--- config.mk ---
export PLATFORM = sky130hd
export DESIGN_NAME = mem_port_arbiter_flat
export DESIGN_NICKNAME = d
export VERILOG_FILES = /design/src/rtl/mem_port_arbiter_if.sv /design/src/rtl/mem_port_arbiter.sv /design/src/flat_wrapper.sv
export SDC_FILE = /design/constraint.sdc
export NUM_CORES = 1
export LEC_CHECK = 0
export ABC_AREA = 0
export BUFFER_PORTS_ARGS = -buffer_cell sky130_fd_sc_hd__buf_4
export CORE_AREA = 4 4 191 193
export DETAILED_ROUTE_END_ITERATION = 10
export DIE_AREA = 0 0 195 197
export GPL_ROUTABILITY_DRIVEN = 0
export PLACE_DENSITY = 0.64
export SETUP_SLACK_MARGIN = 0.3
export SYNTH_ARGS = -nofsm -noshare
export SYNTH_HDL_FRONTEND = slang
export SYNTH_SLANG_ARGS = --single-unit
--- constraint.sdc ---
create_clock -name clk -period 8 [get_ports clk]
set_clock_uncertainty 0.2 [all_clocks]
set_input_delay 0.8 -clock clk [delete_from_list [all_inputs] [get_ports clk]]
set_output_delay 0.8 -clock clk [all_outputs]
set_load 0.05 [all_outputs]
--- src/rtl/mem_port_arbiter_if.sv ---
// Signal bundle linking the IF/MEM pipeline stages, the port arbiter and the shared memory.
// The master modport is the arbiter's view; slave is the view of the stages plus the memory.
interface mem_port_arbiter_if;
  logic        if_req;
  logic [63:0] if_addr;
  logic [31:0] if_rdata;
  logic        if_valid;
  logic        if_stall;

  logic        dm_req;
  logic        dm_we;
  logic [63:0] dm_addr;
  logic [63:0] dm_wdata;
  logic [63:0] dm_rdata;
  logic        dm_valid;
  logic        dm_stall;

  logic        mem_en;
  logic        mem_we;
  logic [63:0] mem_addr;
  logic [63:0] mem_wdata;
  logic [63:0] mem_rdata;

  modport master (
    input  if_req, if_addr, dm_req, dm_we, dm_addr, dm_wdata, mem_rdata,
    output if_rdata, if_valid, if_stall, dm_rdata, dm_valid, dm_stall,
           mem_en, mem_we, mem_addr, mem_wdata
  );

  modport slave (
    output if_req, if_addr, dm_req, dm_we, dm_addr, dm_wdata, mem_rdata,
    input  if_rdata, if_valid, if_stall, dm_rdata, dm_valid, dm_stall,
           mem_en, mem_we, mem_addr, mem_wdata
  );
endinterface

--- src/rtl/mem_port_arbiter.sv ---
// Shares one fixed-latency 64-bit memory port between instruction fetch and data access.
// Define ARB_ROUND_ROBIN_EN for alternating grants under contention; default is data-over-fetch.
module mem_port_arbiter #(
  parameter int MEM_LAT = 2
) (
  input logic              clk,
  input logic              reset,
  mem_port_arbiter_if.master bus
);

  localparam int CW = (MEM_LAT < 2) ? 1 : $clog2(MEM_LAT + 1);

  typedef enum logic [1:0] {
    IDLE,
    ISSUE,
    WAIT,
    DONE
  } state_t;

  state_t        state;
  state_t        next_state;

  logic          gnt_dm;
  logic          lat_we;
  logic          lat_hi;
  logic [CW-1:0] cnt;

  logic          mem_en_q;
  logic          mem_we_q;
  logic [63:0]   mem_addr_q;
  logic [63:0]   mem_wdata_q;
  logic          if_valid_q;
  logic [31:0]   if_rdata_q;
  logic          dm_valid_q;
  logic [63:0]   dm_rdata_q;

  logic          pick_dm;
  logic          grant;
  logic          capture;
  logic [63:0]   sel_addr;

  always_ff @(posedge clk or posedge reset) begin
    if (reset) begin
      state <= IDLE;
    end else begin
      state <= next_state;
    end
  end

  // gnt_dm doubles as the last-grant memory, so after reset the first contention goes to data
  always_comb begin
    next_state = state;
    grant      = 1'b0;
    capture    = 1'b0;
    pick_dm    = 1'b0;
`ifdef ARB_ROUND_ROBIN_EN
    pick_dm    = bus.dm_req & (~bus.if_req | ~gnt_dm);
`else
    pick_dm    = bus.dm_req;
`endif
    sel_addr   = pick_dm ? bus.dm_addr : bus.if_addr;

    case (state)
      IDLE: begin
        if (bus.dm_req | bus.if_req) begin
          grant      = 1'b1;
          next_state = ISSUE;
        end
      end
      ISSUE: begin
        next_state = WAIT;
      end
      WAIT: begin
        if (cnt == CW'(1)) begin
          capture    = 1'b1;
          next_state = DONE;
        end
      end
      DONE: begin
        next_state = IDLE;
      end
      default: begin
        next_state = IDLE;
      end
    endcase
  end

  always_ff @(posedge clk or posedge reset) begin
    if (reset) begin
      gnt_dm      <= 1'b0;
      lat_we      <= 1'b0;
      lat_hi      <= 1'b0;
      cnt         <= '0;
      mem_en_q    <= 1'b0;
      mem_we_q    <= 1'b0;
      mem_addr_q  <= '0;
      mem_wdata_q <= '0;
      if_valid_q  <= 1'b0;
      if_rdata_q  <= '0;
      dm_valid_q  <= 1'b0;
      dm_rdata_q  <= '0;
    end else begin
      mem_en_q   <= grant;
      mem_we_q   <= grant & pick_dm & bus.dm_we;
      if_valid_q <= capture & ~gnt_dm;
      dm_valid_q <= capture & gnt_dm;

      if (grant) begin
        gnt_dm     <= pick_dm;
        lat_we     <= pick_dm & bus.dm_we;
        lat_hi     <= bus.if_addr[2];
        mem_addr_q <= sel_addr & ~64'h7;
        if (pick_dm) begin
          mem_wdata_q <= bus.dm_wdata;
        end
      end

      if (state == ISSUE) begin
        cnt <= CW'(MEM_LAT);
      end else if (state == WAIT) begin
        cnt <= cnt - CW'(1);
      end

      // A store completes without touching the load-data register
      if (capture) begin
        if (gnt_dm) begin
          if (!lat_we) begin
            dm_rdata_q <= bus.mem_rdata;
          end
        end else begin
          if_rdata_q <= lat_hi ? bus.mem_rdata[63:32] : bus.mem_rdata[31:0];
        end
      end
    end
  end

  assign bus.mem_en    = mem_en_q;
  assign bus.mem_we    = mem_we_q;
  assign bus.mem_addr  = mem_addr_q;
  assign bus.mem_wdata = mem_wdata_q;
  assign bus.if_valid  = if_valid_q;
  assign bus.if_rdata  = if_rdata_q;
  assign bus.dm_valid  = dm_valid_q;
  assign bus.dm_rdata  = dm_rdata_q;
  assign bus.if_stall  = bus.if_req & ~if_valid_q;
  assign bus.dm_stall  = bus.dm_req & ~dm_valid_q;

endmodule

--- src/flat_wrapper.sv ---
// flat-port wrapper written by rule: the top's interface ports become plain ports
module mem_port_arbiter_flat 
#(
  parameter int MEM_LAT = 2
)
  (clk, reset, bus_if_req, bus_if_addr, bus_dm_req, bus_dm_we, bus_dm_addr, bus_dm_wdata, bus_mem_rdata, bus_if_rdata, bus_if_valid, bus_if_stall, bus_dm_rdata, bus_dm_valid, bus_dm_stall, bus_mem_en, bus_mem_we, bus_mem_addr, bus_mem_wdata);
  mem_port_arbiter_if bus_i ();
  input logic clk;
  input logic reset;
  input wire logic [$bits(bus_i.if_req)-1:0] bus_if_req;
  input wire logic [$bits(bus_i.if_addr)-1:0] bus_if_addr;
  input wire logic [$bits(bus_i.dm_req)-1:0] bus_dm_req;
  input wire logic [$bits(bus_i.dm_we)-1:0] bus_dm_we;
  input wire logic [$bits(bus_i.dm_addr)-1:0] bus_dm_addr;
  input wire logic [$bits(bus_i.dm_wdata)-1:0] bus_dm_wdata;
  input wire logic [$bits(bus_i.mem_rdata)-1:0] bus_mem_rdata;
  output wire logic [$bits(bus_i.if_rdata)-1:0] bus_if_rdata;
  output wire logic [$bits(bus_i.if_valid)-1:0] bus_if_valid;
  output wire logic [$bits(bus_i.if_stall)-1:0] bus_if_stall;
  output wire logic [$bits(bus_i.dm_rdata)-1:0] bus_dm_rdata;
  output wire logic [$bits(bus_i.dm_valid)-1:0] bus_dm_valid;
  output wire logic [$bits(bus_i.dm_stall)-1:0] bus_dm_stall;
  output wire logic [$bits(bus_i.mem_en)-1:0] bus_mem_en;
  output wire logic [$bits(bus_i.mem_we)-1:0] bus_mem_we;
  output wire logic [$bits(bus_i.mem_addr)-1:0] bus_mem_addr;
  output wire logic [$bits(bus_i.mem_wdata)-1:0] bus_mem_wdata;
  assign bus_i.if_req = bus_if_req;
  assign bus_i.if_addr = bus_if_addr;
  assign bus_i.dm_req = bus_dm_req;
  assign bus_i.dm_we = bus_dm_we;
  assign bus_i.dm_addr = bus_dm_addr;
  assign bus_i.dm_wdata = bus_dm_wdata;
  assign bus_i.mem_rdata = bus_mem_rdata;
  assign bus_if_rdata = bus_i.if_rdata;
  assign bus_if_valid = bus_i.if_valid;
  assign bus_if_stall = bus_i.if_stall;
  assign bus_dm_rdata = bus_i.dm_rdata;
  assign bus_dm_valid = bus_i.dm_valid;
  assign bus_dm_stall = bus_i.dm_stall;
  assign bus_mem_en = bus_i.mem_en;
  assign bus_mem_we = bus_i.mem_we;
  assign bus_mem_addr = bus_i.mem_addr;
  assign bus_mem_wdata = bus_i.mem_wdata;
  mem_port_arbiter #(.MEM_LAT(MEM_LAT)) u_core (.clk(clk), .reset(reset), .bus(bus_i));
endmodule
### Word level (Yosys, flattened, before mapping)

Index checks and enable logic that the tools add are counted.
Widths: inputs -> output; s select.

| word-level totals | value |
|---|---|
| input port bits | 261 |
| output and inout bits | 230 |
| bits in registers | 232 |
| word-level logic and storage cells | 49 |

| cells by class | value |
|---|---|
| reductions and logical operators | 6 |
| muxes and demuxes | 11 |
| equality and inequality tests | 6 |
| bitwise logic cells | 12 |
| $add $sub $neg | 1 |

Operator list:

| kind | number |
|---|---|
| $mux 64 | 1 |
| $mux 32 | 1 |
| $mux 2 | 4 |
| $pmux 2 s4 | 1 |
| $and 1x1->1 | 7 |
| $reduce_and 2->1 | 3 |
| $eq 2x1->1 const B | 2 |
| $eq 2x2->1 const B | 2 |
| $mux 1 | 4 |
| $ne 2x1->1 const B | 2 |
| $not 1->1 | 4 |
| $reduce_and 3->1 | 1 |
| $logic_not 2->1 | 1 |
| $reduce_bool 2->1 | 1 |
| $sub 2x1->2 const B | 1 |
| $or 1x1->1 | 1 |

### Depth between registers and ports, before layout

Gate-level depths: netlist of run 1.

| depth | value |
|---|---|
| depth after elaboration | 5 |
| depth in mapped cells | 7 |
| mapped depth without buffers | 5 |

### Worst setup path after synthesis of run 1

Ideal clock, no wire load.

| timing | value |
|---|---|
| path kind | input-to-output |
| from | input bus_dm_req |
| to | output bus_dm_stall |
| path slack | 5.060 ns |
| stages on the path | 3 |
| buffers on the path | 2 |
| arrival time | 1.940 ns |
| required time | 7.000 ns |
| cells stage by stage | buf_4 > buf_2 > nor2b_1 |

| on the way | value |
|---|---|
| longest elaborated chain between the ends | 1 |

RTL lines:

| element | line | RTL |
|---|---|---|
| start: declaration | flat_wrapper.sv:12 | `input wire logic [$bits(bus_i.dm_req)-1:0] bus_dm_req;` |
| $and 1x1->1 | mem_port_arbiter.sv:146 | `assign bus.dm_stall = bus.dm_req & ~dm_valid_q;` |
| end: declaration | flat_wrapper.sv:22 | `output wire logic [$bits(bus_i.dm_stall)-1:0] bus_dm_stall;` |

Every way passes these cells.

### Final worst setup path of run 1

Same ends and word-level chain as after synthesis.

==> results of run 1 <==
-- cells by family (layout without fill, tap and decap cells) --
family / count (synthesis) / after routing / synth area share [%]
AOI/OAI and AO/OA: 99 / 99 / 5.15
other: 1 / 3 / 0.0381
and+or+nand+nor: 105 / 105 / 4.35
muxes: 224 / 224 / 26.7
adders and majority gates: 5 / 5 / 0.636
DFF: 232 / 232 / 59.0
buffers and inverters: 54 / 541 / 4.06
-- layout by cell type, fill, tap and decap left out, types with 2 or more instances in the layout --
cell type	count
nor2_1	2
clkinv_2	5
dfrtp_1	231
clkbuf_1	5
mux2_2	71
ha_1	5
buf_4	489
mux2_4	60
o21ai_0	95
clkbuf_16	27
inv_1	5
mux2i_1	93
clkbuf_8	6
nand2_1	95
nor2b_1	2
bufinv_16	3
conb_1	3
-- metrics by stage --
step	hold WS, ns	instances
global route	0.264	1664
global placement	0.263	1618
finish	0.265	1664
floorplan	0.250	722
CTS	0.261	1664
detailed placement	0.271	1618
-- synth_stat cells --
cell type	number	area, um^2
and3_1	1	6.26
mux2_2	71	800
ha_1	5	62.6
nand2_1	96	360
buf_12	7	140
buf_4	7	52.6
a21oi_1	1	5.00
o21ai_0	95	475
mux2_4	60	901
nand3b_1	1	7.51
buf_2	15	75.1
inv_1	6	22.5
conb_1	1	3.75
o21ai_2	1	8.76
a21o_1	1	7.51
buf_6	5	56.3
mux2i_1	93	931
clkbuf_1	14	52.6
nor2b_1	2	12.5
dfrtp_1	232	5810
and2b_2	1	8.76
o32a_1	1	10.0
and3_4	1	11.3
nor2_1	2	7.51
nand2b_4	1	13.8
-- per-layer routing --
metal | vias to the layer above | wire length [um]
met1 | 3475 | 11500
li1 | 3422 | -
met2 | 314 | 15000
met3 | 48 | 2560
met5 | - | 13
met4 | 2 | 593
-- layout make-up --
type / count / area (um^2)
well taps: 455 / 569
clock inverters: 8 / 115
flip-flops and latches: 232 / 5810
inverters: 6 / 30.0
fillers: 3289 / 19900
repair buffers: 489 / 3670
clock buffers: 38 / 777
multi-input cells: 436 / 3650
-- registers in the layout, summed over array words and instances, names as in the netlist --
signal and count:
u_core.lat_hi 1, u_core.lat_we 1, u_core.bus.mem_we 1, u_core.bus.if_rdata 32, u_core.bus.if_valid 1, u_core.bus.dm_valid 1, u_core.bus.mem_wdata 64, u_core.cnt 2
u_core.gnt_dm 1, u_core.state 2, u_core.bus.dm_rdata 64, u_core.bus.mem_en 1, u_core.bus.mem_addr 61
-- worst max-delay path: cells and delay by family --
family                 cells  cell delay [ns]
buffers and inverters      3             1.19
AND/OR/NAND/NOR            1             0.22
-- power groups by stage --
stage               logic, uW  registers [uW]  clock network (uW)
floorplan                 985            4060                   0
global placement         4220            2130                   0
detailed placement       4250            2150                   0
CTS                      4250            2150                1290
global route             4400            2220                1330
finish                   4200            2140                1240
-- worst max path at each step --
stage | from | end | slack [ns] | cells past startpoint
global placement | bus_dm_req | bus_dm_stall | 4.76 | 4
CTS | bus_dm_req | bus_dm_stall | 4.73 | 4
detailed placement | bus_dm_req | bus_dm_stall | 4.73 | 4
floorplan | reset | u_core.bus.dm_rdata[0]$_DFFE_PP0P_ | 0.64 | 1
finish | bus_dm_req | bus_dm_stall | 4.73 | 4
global route | bus_dm_req | bus_dm_stall | 4.63 | 4
==> out/metrics.csv, run 1 <==
metric,value,unit
outcome,"finished, final reports clean",
ir_drop,0.333,mV
hold_buffers,0,
slowest_stage,buf_4,
cts_tree,done,
syn_area_per_cell,13.7,um^2
r2r_setup_slack,5.30,ns
root_buffer,clkbuf_16,
p_comb_share,55.3,%
design.core.area,34500,um^2
grt_util_met2,25.4,%
cp-end-kind,output port,
power.switching,3650,uW
io_pins,491,
grtUsageMet3,4.38,%
slew_headroom,25.1,%
grt_max_degree,135,
grt_use_total,14.3,%
final_hold_viol_count,0,
grt_util_met1,16.9,%
p_seq_share,28.3,%
synth_warnings,0,
yosysUniqueCellTypes,25,
timing.final.ws_setup,4.73,ns
critPathArrivalTime,2.27,ns
htree_levels,1,
pre_cts_slack,4.73,ns
crit_fanout,44,
vias,7261,
r2r_cells,6,
fmax,306,MHz
grt_overflow,0,
area_growth,48.6,%
p_int,3930,uW
setup_viol,0,
worstSkewPairLatency,0.52,ns
antenna_found_initial,1,
hp-class,in -> async,
cts_made_buffers,27,
synth.ff_latch_count,232,
drt_pass1_iterations,4,
antenna_cells,0,
powerDensity,519,nW/um^2
drive_gt1_share,55.3,%
critical_path_class,in -> out,
tns,0,ns
start_util,28.5,%
row_count,68,
final_nets,1458,
busiest_layer,met2,
vias_per_cell,4.36,
crit_chain,buf_4 > buf_4 > nor2b_1 > buf_4,
path_common_cell,buf_4,
rr_startpoint,u_core.state[0]$_DFFE_PP0P_,
pwr-share-clk,16.4,%
final_util,42.3,%
max_slew.worst_pin.slew,1.12,ns
crit_path_start_kind,input port,
netlist_instances,720,
netlist_area,9840,um^2
cts_sinks,232,
rr_endpoint,u_core.bus.dm_rdata[62]$_DFFE_PP0P_,
cts.clk_slew.worst_paths,0.06,ns
drt_iter0_markers,225,
wl_per_cell,17.9,um
dpl_cell_area,13700,um^2
sw_frac_of_total,48.1,%
ys_seq_area_share,59.0,%
fp.dieArea,38400,um^2
slew_violations,0,
grt_pass1_vias,7757,
dp_hpwl,22400,um
antenna_left,0,
fin_area,14600,um^2
post-route-period-util,40.8,%
cpPeakStageDelay,0.64,ns
power.total,7580,uW
crit_required,7.00,ns
die_h,197,um
drv_cap,0,
drc,0,
finalCriticalPeriod,3.27,ns
io_buffers,482,
cts.repair.resized,0,
die_w,195,um
p_leak,0.00756,uW
rsz0062_at_grt,false,
post_cts_buffers,0,
grt_pass1_wl,44100,um
clockBufferDepth,3,
routed_wl,29700,um
Power figures use the tool's default switching activity.
==> run 2, diff against run 1 <==
--- a/config.mk
+++ b/config.mk
@@ -5,13 +5,13 @@
 export SDC_FILE = /design/constraint.sdc
 export NUM_CORES = 1
 export LEC_CHECK = 0
-export ABC_AREA = 0
+export ABC_AREA = 1
 export BUFFER_PORTS_ARGS = -buffer_cell sky130_fd_sc_hd__buf_4
-export CORE_AREA = 4 4 191 193
+export CORE_AREA = 4 4 187 189
 export DETAILED_ROUTE_END_ITERATION = 10
-export DIE_AREA = 0 0 195 197
+export DIE_AREA = 0 0 191 193
 export GPL_ROUTABILITY_DRIVEN = 0
-export PLACE_DENSITY = 0.64
+export PLACE_DENSITY = 0.69
 export SETUP_SLACK_MARGIN = 0.3
 export SYNTH_ARGS = -nofsm -noshare
 export SYNTH_HDL_FRONTEND = slang
==> constraint.sdc (replaced) <==
create_clock -name clk -period 2.7 [get_ports clk]
set_clock_uncertainty 0.2 [all_clocks]
set_input_delay 0.27 -clock clk [delete_from_list [all_inputs] [get_ports clk]]
set_output_delay 0.27 -clock clk [all_outputs]
set_load 0.05 [all_outputs]
==> out/metrics.csv, run 2 <==
metric,value,unit,change
routed-wl-met3,3630,um,+42%
ys_seq_area_share,56.4,%,-2.6 points
grt_use_total,21.7,%,+7.5 points
holdPathEnd,u_core.state[1]$_DFFE_PP0P_,,
cts.repair.resized,0,,unchanged
grt_pass1_wl,64500,um,+46%
wl_per_cell,16.9,um,-5.4%
rr_endpoint,u_core.bus.mem_wdata[4]$_DFFE_PP0P_,,
nFillCells,2817,,-14%
worstSkewPairLatency,0.52,ns,about the same
slew_violations,0,,unchanged
dp_hpwl,27200,um,+21%
min_path_cells,5,,
wl_met2,20300,um,+35%
vias_per_cell,4.65,,+6.6%
io_pins,491,,unchanged
die_h,193,um,-2.0%
io_buffers,482,,unchanged
hold_path_startpoint,bus_dm_req,,
drive_gt1_share,28.0,%,-27 points
power.total,23100,uW,+200%
netlist_area,10300,um^2,+4.6%
syn_area_per_cell,7.87,um^2,-42%
critPathArrivalTime,2.23,ns,-0.04 ns
fin_area,17800,um^2,+22%
ir_drop,0.913,mV,+170%
dpl_cell_area,14400,um^2,+4.7%
crit_required,2.89,ns,-4.11 ns
stdcell_count,2488,,+50%
cp-end-kind,flip-flop,,
p_leak,0.00973,uW,+29%
post-route-period-util,75.5,%,
r2r_setup_slack,0.66,ns,-4.64 ns
ys.flop_type,dfrtp_1,,
rsz0062_at_grt,false,,
final_hold_viol_count,0,,unchanged
rr_startpoint,u_core.state[0]$_DFFE_PP0P_,,
critical_path_class,reg -> reg,,
final_nets,2284,,+57%
crit_fanout,74,,+68%
drt_iter0_markers,562,,+150%
multi_input_area,3840,um^2,+5.2%
drv_cap,0,,unchanged
r2r_cells,7,,+1
crit_path_start_kind,flip-flop,,
grt_pass1_vias,12000,,+55%
row_count,67,,-1.5%
slowest_stage,dfrtp_1,,
slew_headroom,39.5,%,+14 points
cts_made_buffers,26,,-3.7%
synth_area_leader_cell,dfrtp_1,,
cts_sinks,232,,unchanged
htree_levels,1,,unchanged
fmax,491,MHz,
setup_viol,0,,unchanged
highest_layer,met4,,
grt_overflow,0,,unchanged
timing.final.ws_setup,0.662,ns,-4.07 ns
finalCriticalPeriod,2.04,ns,
synth_top_area_share,56.4,%,-2.6 points
cts.clk_slew.worst_paths,0.06,ns,about the same
pre_cts_slack,0.652,ns,-4.08 ns
start_util,30.9,%,+2.4 points
outcome,"finished, final reports clean",,
yosysUniqueCellTypes,19,,-24%
area_growth,73.2,%,
root_buffer,clkbuf_16,,
netlist_instances,1307,,+82%
antenna_found_initial,2,,+1
mostFrequentLayoutCells,"nand2_1, buf_4, dlygate4sd3_1",,
synthTopCellsByCount,"nand2_1, dfrtp_1, nand3_1",,
drt_pass1_iterations,6,,+2
cts_tree,done,,
die_w,191,um,-2.1%
crit_chain,inv_1 > ha_2 > buf_4 > nand2_2 > buf_12 > nand2_1 > o21ai_0,,
routed_wl,42100,um,+41%
cpPeakStageDelay,0.40,ns,-0.24 ns
fin_hold_ws,0.0484,ns,-0.216 ns
ys_top_cells_by_area,"dfrtp_1, nand2_1, nand3_1",,
fp.dieArea,36900,um^2,-4.0%
vias,11600,,+59%
drc,0,,unchanged
dp_cells,2184,,+35%
wl_met1,15100,um,+31%
seq_area,5810,um^2,about the same
max_slew.worst_pin.slew,0.907,ns,-0.216 ns
synth_edf_count,0,,unchanged
design.core.area,33300,um^2,-3.7%
grt_max_degree,119,,-12%
ys_async_sr_fraction,100,%,unchanged
powerDensity,1290,nW/um^2,+150%
synth.ff_latch_count,232,,unchanged
antenna_left,0,,unchanged
layout_commonest_cell,nand2_1,,
clockBufferDepth,3,,unchanged
hp-class,in -> reg,,
synth_warnings,0,,unchanged
synthMostInstantiatedCell,nand2_1,,
## run 2: cell count changes after synthesis, moves of 52 or more
| cell | previous run | this run |
|---|---|---|
| nand3_1 | 0 | 123 |
| mux2i_1 | 93 | 0 |
| mux2_2 | 71 | 0 |
| nand2_1 | 96 | 756 |
| mux2_4 | 60 | 0 |
| o21ai_0 | 95 | 43 |
## run 2: power by group
part           switching [uW]  internal, uW
Combinational            9280          3740
Clock                    1450          2230
Sequential               1200          5180
## run 2: metal layers
metal	vias up	track usage [%]
li1	5433	-
met1	5349	24.9
met2	641	37.3
met3	152	4.63
met4	0	13.3
met5	-	0
## run 2: what timing repair did
action / CTS / global route
setup buffers: 0 / 0
hold endpoints to repair: 240 / 0
hold buffers: 254 / 0
setup endpoints to repair: 0 / 0
## run 2: worst max-delay path: cells and delay by family, from the launching register on
| kind | cells | cell delay (ns) |
|---|---|---|
| AO/OA/AOI/OAI | 1 | 0.09 |
| adder cells (fa/ha/maj) | 1 | 0.25 |
| flip-flops | 1 | 0.40 |
| buffers and inverters | 3 | 0.72 |
| AND/OR/NAND/NOR | 2 | 0.21 |
## run 2: logic make-up (layout without fill, tap and decap cells)
| logic type | Yosys count | count (layout) | synth area share (%) |
|---|---|---|---|
| compound gates | 46 | 46 | 2.35 |
| buf+inv | 134 | 863 | 6.49 |
| fa+ha+maj | 5 | 5 | 0.608 |
| flops | 232 | 232 | 56.4 |
| other cells | 1 | 5 | 0.0364 |
| simple gates | 889 | 889 | 34.1 |
## run 2: how the worst max path moves through the flow
stage                                           start                                   to  cells past startpoint
final                     u_core.state[0]$_DFFE_PP0P_  u_core.bus.mem_wdata[4]$_DFFE_PP0P_                      7
after global routing      u_core.state[0]$_DFFE_PP0P_  u_core.bus.mem_wdata[0]$_DFFE_PP0P_                      7
after CTS                 u_core.state[0]$_DFFE_PP0P_  u_core.bus.mem_wdata[4]$_DFFE_PP0P_                      7
after detailed placement  u_core.state[0]$_DFFE_PP0P_  u_core.bus.mem_wdata[4]$_DFFE_PP0P_                      7
after global placement    u_core.state[0]$_DFFE_PP0P_  u_core.bus.mem_wdata[4]$_DFFE_PP0P_                      7
after floorplan                                 reset   u_core.bus.dm_rdata[0]$_DFFE_PP0P_                      1
## run 2: layout make-up
cell class	instances	area share, %
diodes	2	0.0281
clock buffers	38	4.47
clock inverters	10	0.597
inverters	51	1.10
multi-input cells	943	21.6
flip-flops and latches	232	32.6
well taps	448	3.15
repair buffers	764	36.5
## run 2: stage by stage
| step | setup TNS (ns) | util (%) |
|---|---|---|
| global placement | 0 | 43.2 |
| detailed placement | 0 | 43.2 |
| global route | 0 | 53.6 |
| finish | 0 | 53.6 |
| floorplan | -186.98 | - |
| CTS | 0 | 53.5 |
==> run 3, diff against run 2 <==
--- a/config.mk
+++ b/config.mk
@@ -5,13 +5,13 @@
 export SDC_FILE = /design/constraint.sdc
 export NUM_CORES = 1
 export LEC_CHECK = 0
-export ABC_AREA = 1
+export ABC_AREA = 0
 export BUFFER_PORTS_ARGS = -buffer_cell sky130_fd_sc_hd__buf_4
-export CORE_AREA = 4 4 187 189
+export CORE_AREA = 4 4 191 193
 export DETAILED_ROUTE_END_ITERATION = 10
-export DIE_AREA = 0 0 191 193
+export DIE_AREA = 0 0 195 197
 export GPL_ROUTABILITY_DRIVEN = 0
-export PLACE_DENSITY = 0.69
+export PLACE_DENSITY = 0.64
 export SETUP_SLACK_MARGIN = 0.3
 export SYNTH_ARGS = -nofsm -noshare
 export SYNTH_HDL_FRONTEND = slang
==> constraint.sdc (replaced) <==
create_clock -name clk -period 2.12 [get_ports clk]
set_clock_uncertainty 0.2 [all_clocks]
set_input_delay 0.212 -clock clk [delete_from_list [all_inputs] [get_ports clk]]
set_output_delay 0.212 -clock clk [all_outputs]
set_load 0.05 [all_outputs]
==> out/metrics.csv, run 3 (synthesis gave the netlist of run 1 again) <==
metric,value,unit,change
fmax,542,MHz,+10%
die_w,195,um,+2.1%
stdcell_count,1959,,-21%
pre_cts_slack,0.0930,ns,-0.559 ns
cp-end-kind,flip-flop,,
holdPathEnd,u_core.bus.mem_addr[17]$_DFFE_PP0P_,,
rr_startpoint,u_core.state[1]$_DFFE_PP0P_,,
wl_per_cell,17.7,um,+5.0%
post-route-period-util,87.1,%,+12 points
clockBufferDepth,3,,unchanged
cp_top_family,flip-flops,,
timing.final.ws_setup,0.274,ns,-0.387 ns
design.core.area,34500,um^2,+3.8%
critPathArrivalTime,2.05,ns,-0.18 ns
grt_use_total,17.0,%,-4.7 points
finalCriticalPeriod,1.85,ns,-0.193 ns
setup_viol,0,,unchanged
final_nets,1751,,-23%
area_growth,81.4,%,
cts_made_buffers,27,,+3.8%
cts_tree,done,,
ir_drop,0.975,mV,+6.9%
power.total,29800,uW,+29%
outcome,"finished, final reports clean",,
min_path_cells,4,,-1
cts_sinks,232,,unchanged
r2r_cells,6,,-1
htree_levels,1,,unchanged
grt_overflow,0,,unchanged
crit_chain,ha_4 > and3_4 > nand2b_4 > buf_12 > buf_12 > mux2_4,,
rsz0062_at_grt,true,,
root_buffer,clkbuf_16,,
crit_start,u_core.state[1]$_DFFE_PP0P_,,
io_buffers,482,,unchanged
row_count,68,,+1.5%
drt_pass1_iterations,5,,-1
slew_violations,0,,unchanged
antenna_cells,0,,-2
p_leak,0.00894,uW,-8.1%
drive_gt1_share,47.2,%,+19 points
slew_headroom,58.7,%,+19 points
antenna_left,0,,unchanged
crit_required,2.32,ns,-0.57 ns
nFillCells,2877,,+2.1%
grt_pass1_vias,9393,,-22%
hp-class,in -> reg,,
cpPeakStageDelay,0.43,ns,+0.03 ns
io_pins,491,,unchanged
drc,0,,unchanged
cts.clk_slew.worst_paths,0.06,ns,about the same
crit_path_start_kind,flip-flop,,
worstSkewPairLatency,0.52,ns,about the same
crit_fanout,7,,-91%
fp.dieArea,38400,um^2,+4.2%
grt_max_degree,69,,-42%
mostFrequentLayoutCells,"buf_4, dlygate4sd3_1, dfrtp_1",,
vias_per_cell,4.38,,-5.9%
slowest_stage,dfrtp_2,,
antenna_found_initial,1,,-1
final_hold_viol_count,0,,unchanged
layout_commonest_cell,buf_4,,
dp_cells,1632,,-25%
grt_pass1_wl,52900,um,-18%
rr_endpoint,u_core.bus.dm_rdata[21]$_DFFE_PP0P_,,
critical_path_class,reg -> reg,,
powerDensity,1670,nW/um^2,+29%
path_buf_inv,2,,-1
start_util,28.5,%,-2.4 points
dp_hpwl,23100,um,-15%
vias,8577,,-26%
drv_cap,0,,unchanged
path_common_cell,buf_12,,
die_h,197,um,+2.1%
r2r_setup_slack,0.27,ns,-0.39 ns
drt_iter0_markers,262,,-53%
max_slew.worst_pin.slew,0.619,ns,-0.288 ns
routed_wl,34800,um,-17%
hold_path_startpoint,bus_if_req,,
[run 3: changes by cell type in the layout (fill, tap and decap cells not counted), moves of 7 or more]
| cell | change |
|---|---|
| buf_16 | +8 |
| clkbuf_1 | +7 |
| inv_1 | -44 |
| mux2_2 | +67 |
| mux2_4 | +64 |
| mux2i_1 | +93 |
| nand2_1 | -660 |
| nand3_1 | -123 |
| o21ai_0 | +52 |
[run 3: layer usage]
| layer | routed length, um | global-route usage, % | vias up | part of all wire, % |
|---|---|---|---|---|
| met5 | 7 | 0 | - | 0.020 |
| li1 | - | - | 4029 | - |
| met3 | 2620 | 4.67 | 73 | 7.5 |
| met4 | 1090 | 5.35 | 2 | 3.1 |
| met2 | 17400 | 29.6 | 361 | 50 |
| met1 | 13700 | 20.6 | 4112 | 39 |
[run 3: what timing repair did]
action,4_1_cts,5_1_grt
resized for setup,19,9
pin swaps,2,2
endpoints found under the setup margin,125,192
hold endpoints to repair,456,0
buffers inserted,14,0
hold buffers,255,0
cloned,7,3
[run 3: worst min-delay path, delay by kind of cell]
kind                   cells  cell delay [ns]
AND/OR/NAND/NOR            1             0.11
buffers and inverters      1             0.15
AO/OA/AOI/OAI              2             0.23
[run 3: layout make-up]
| cell class | count | area (um^2) | share of cell area (%) |
|---|---|---|---|
| multi-input cells | 437 | 3720 | 20.8 |
| repair buffers | 781 | 6880 | 38.5 |
| inverters | 6 | 26.3 | 0.147 |
| flip-flops and latches | 232 | 5810 | 32.6 |
| clock buffers | 42 | 782 | 4.38 |
| well taps | 455 | 569 | 3.19 |
| clock inverters | 6 | 61.3 | 0.344 |
[run 3: per-stage QoR]
step	util, %	hold slack (ns)	TNS [ns]	area, um^2
after floorplan	-	0.161	-308.08	9850
after global placement	40.4	-0.0513	0	14000
after detailed placement	40.4	-0.0560	0	14000
after CTS	51.4	0.00297	0	17700
after global routing	51.7	0.0574	0	17800
final	51.7	0.0347	0	17800
[run 3: power by group]
part | total [uW] | switching [uW] | internal, uW
logic | 17200 | 11000 | 6180
clock network | 4450 | 1810 | 2640
registers | 8090 | 1410 | 6680
total | 29800 | 14300 | 15500
[run 3: how the worst max path moves through the flow]
stage / to / slack [ns] / cells past startpoint
final: u_core.bus.dm_rdata[21]$_DFFE_PP0P_ / 0.27 / 6
after CTS: u_core.bus.mem_wdata[37]$_DFFE_PP0P_ / 0.25 / 6
after floorplan: u_core.bus.dm_rdata[0]$_DFFE_PP0P_ / -1.33 / 1
after global placement: u_core.bus.dm_rdata[61]$_DFFE_PP0P_ / 0.13 / 6
after detailed placement: u_core.bus.dm_rdata[61]$_DFFE_PP0P_ / 0.09 / 6
after global routing: u_core.bus.dm_rdata[21]$_DFFE_PP0P_ / 0.22 / 6
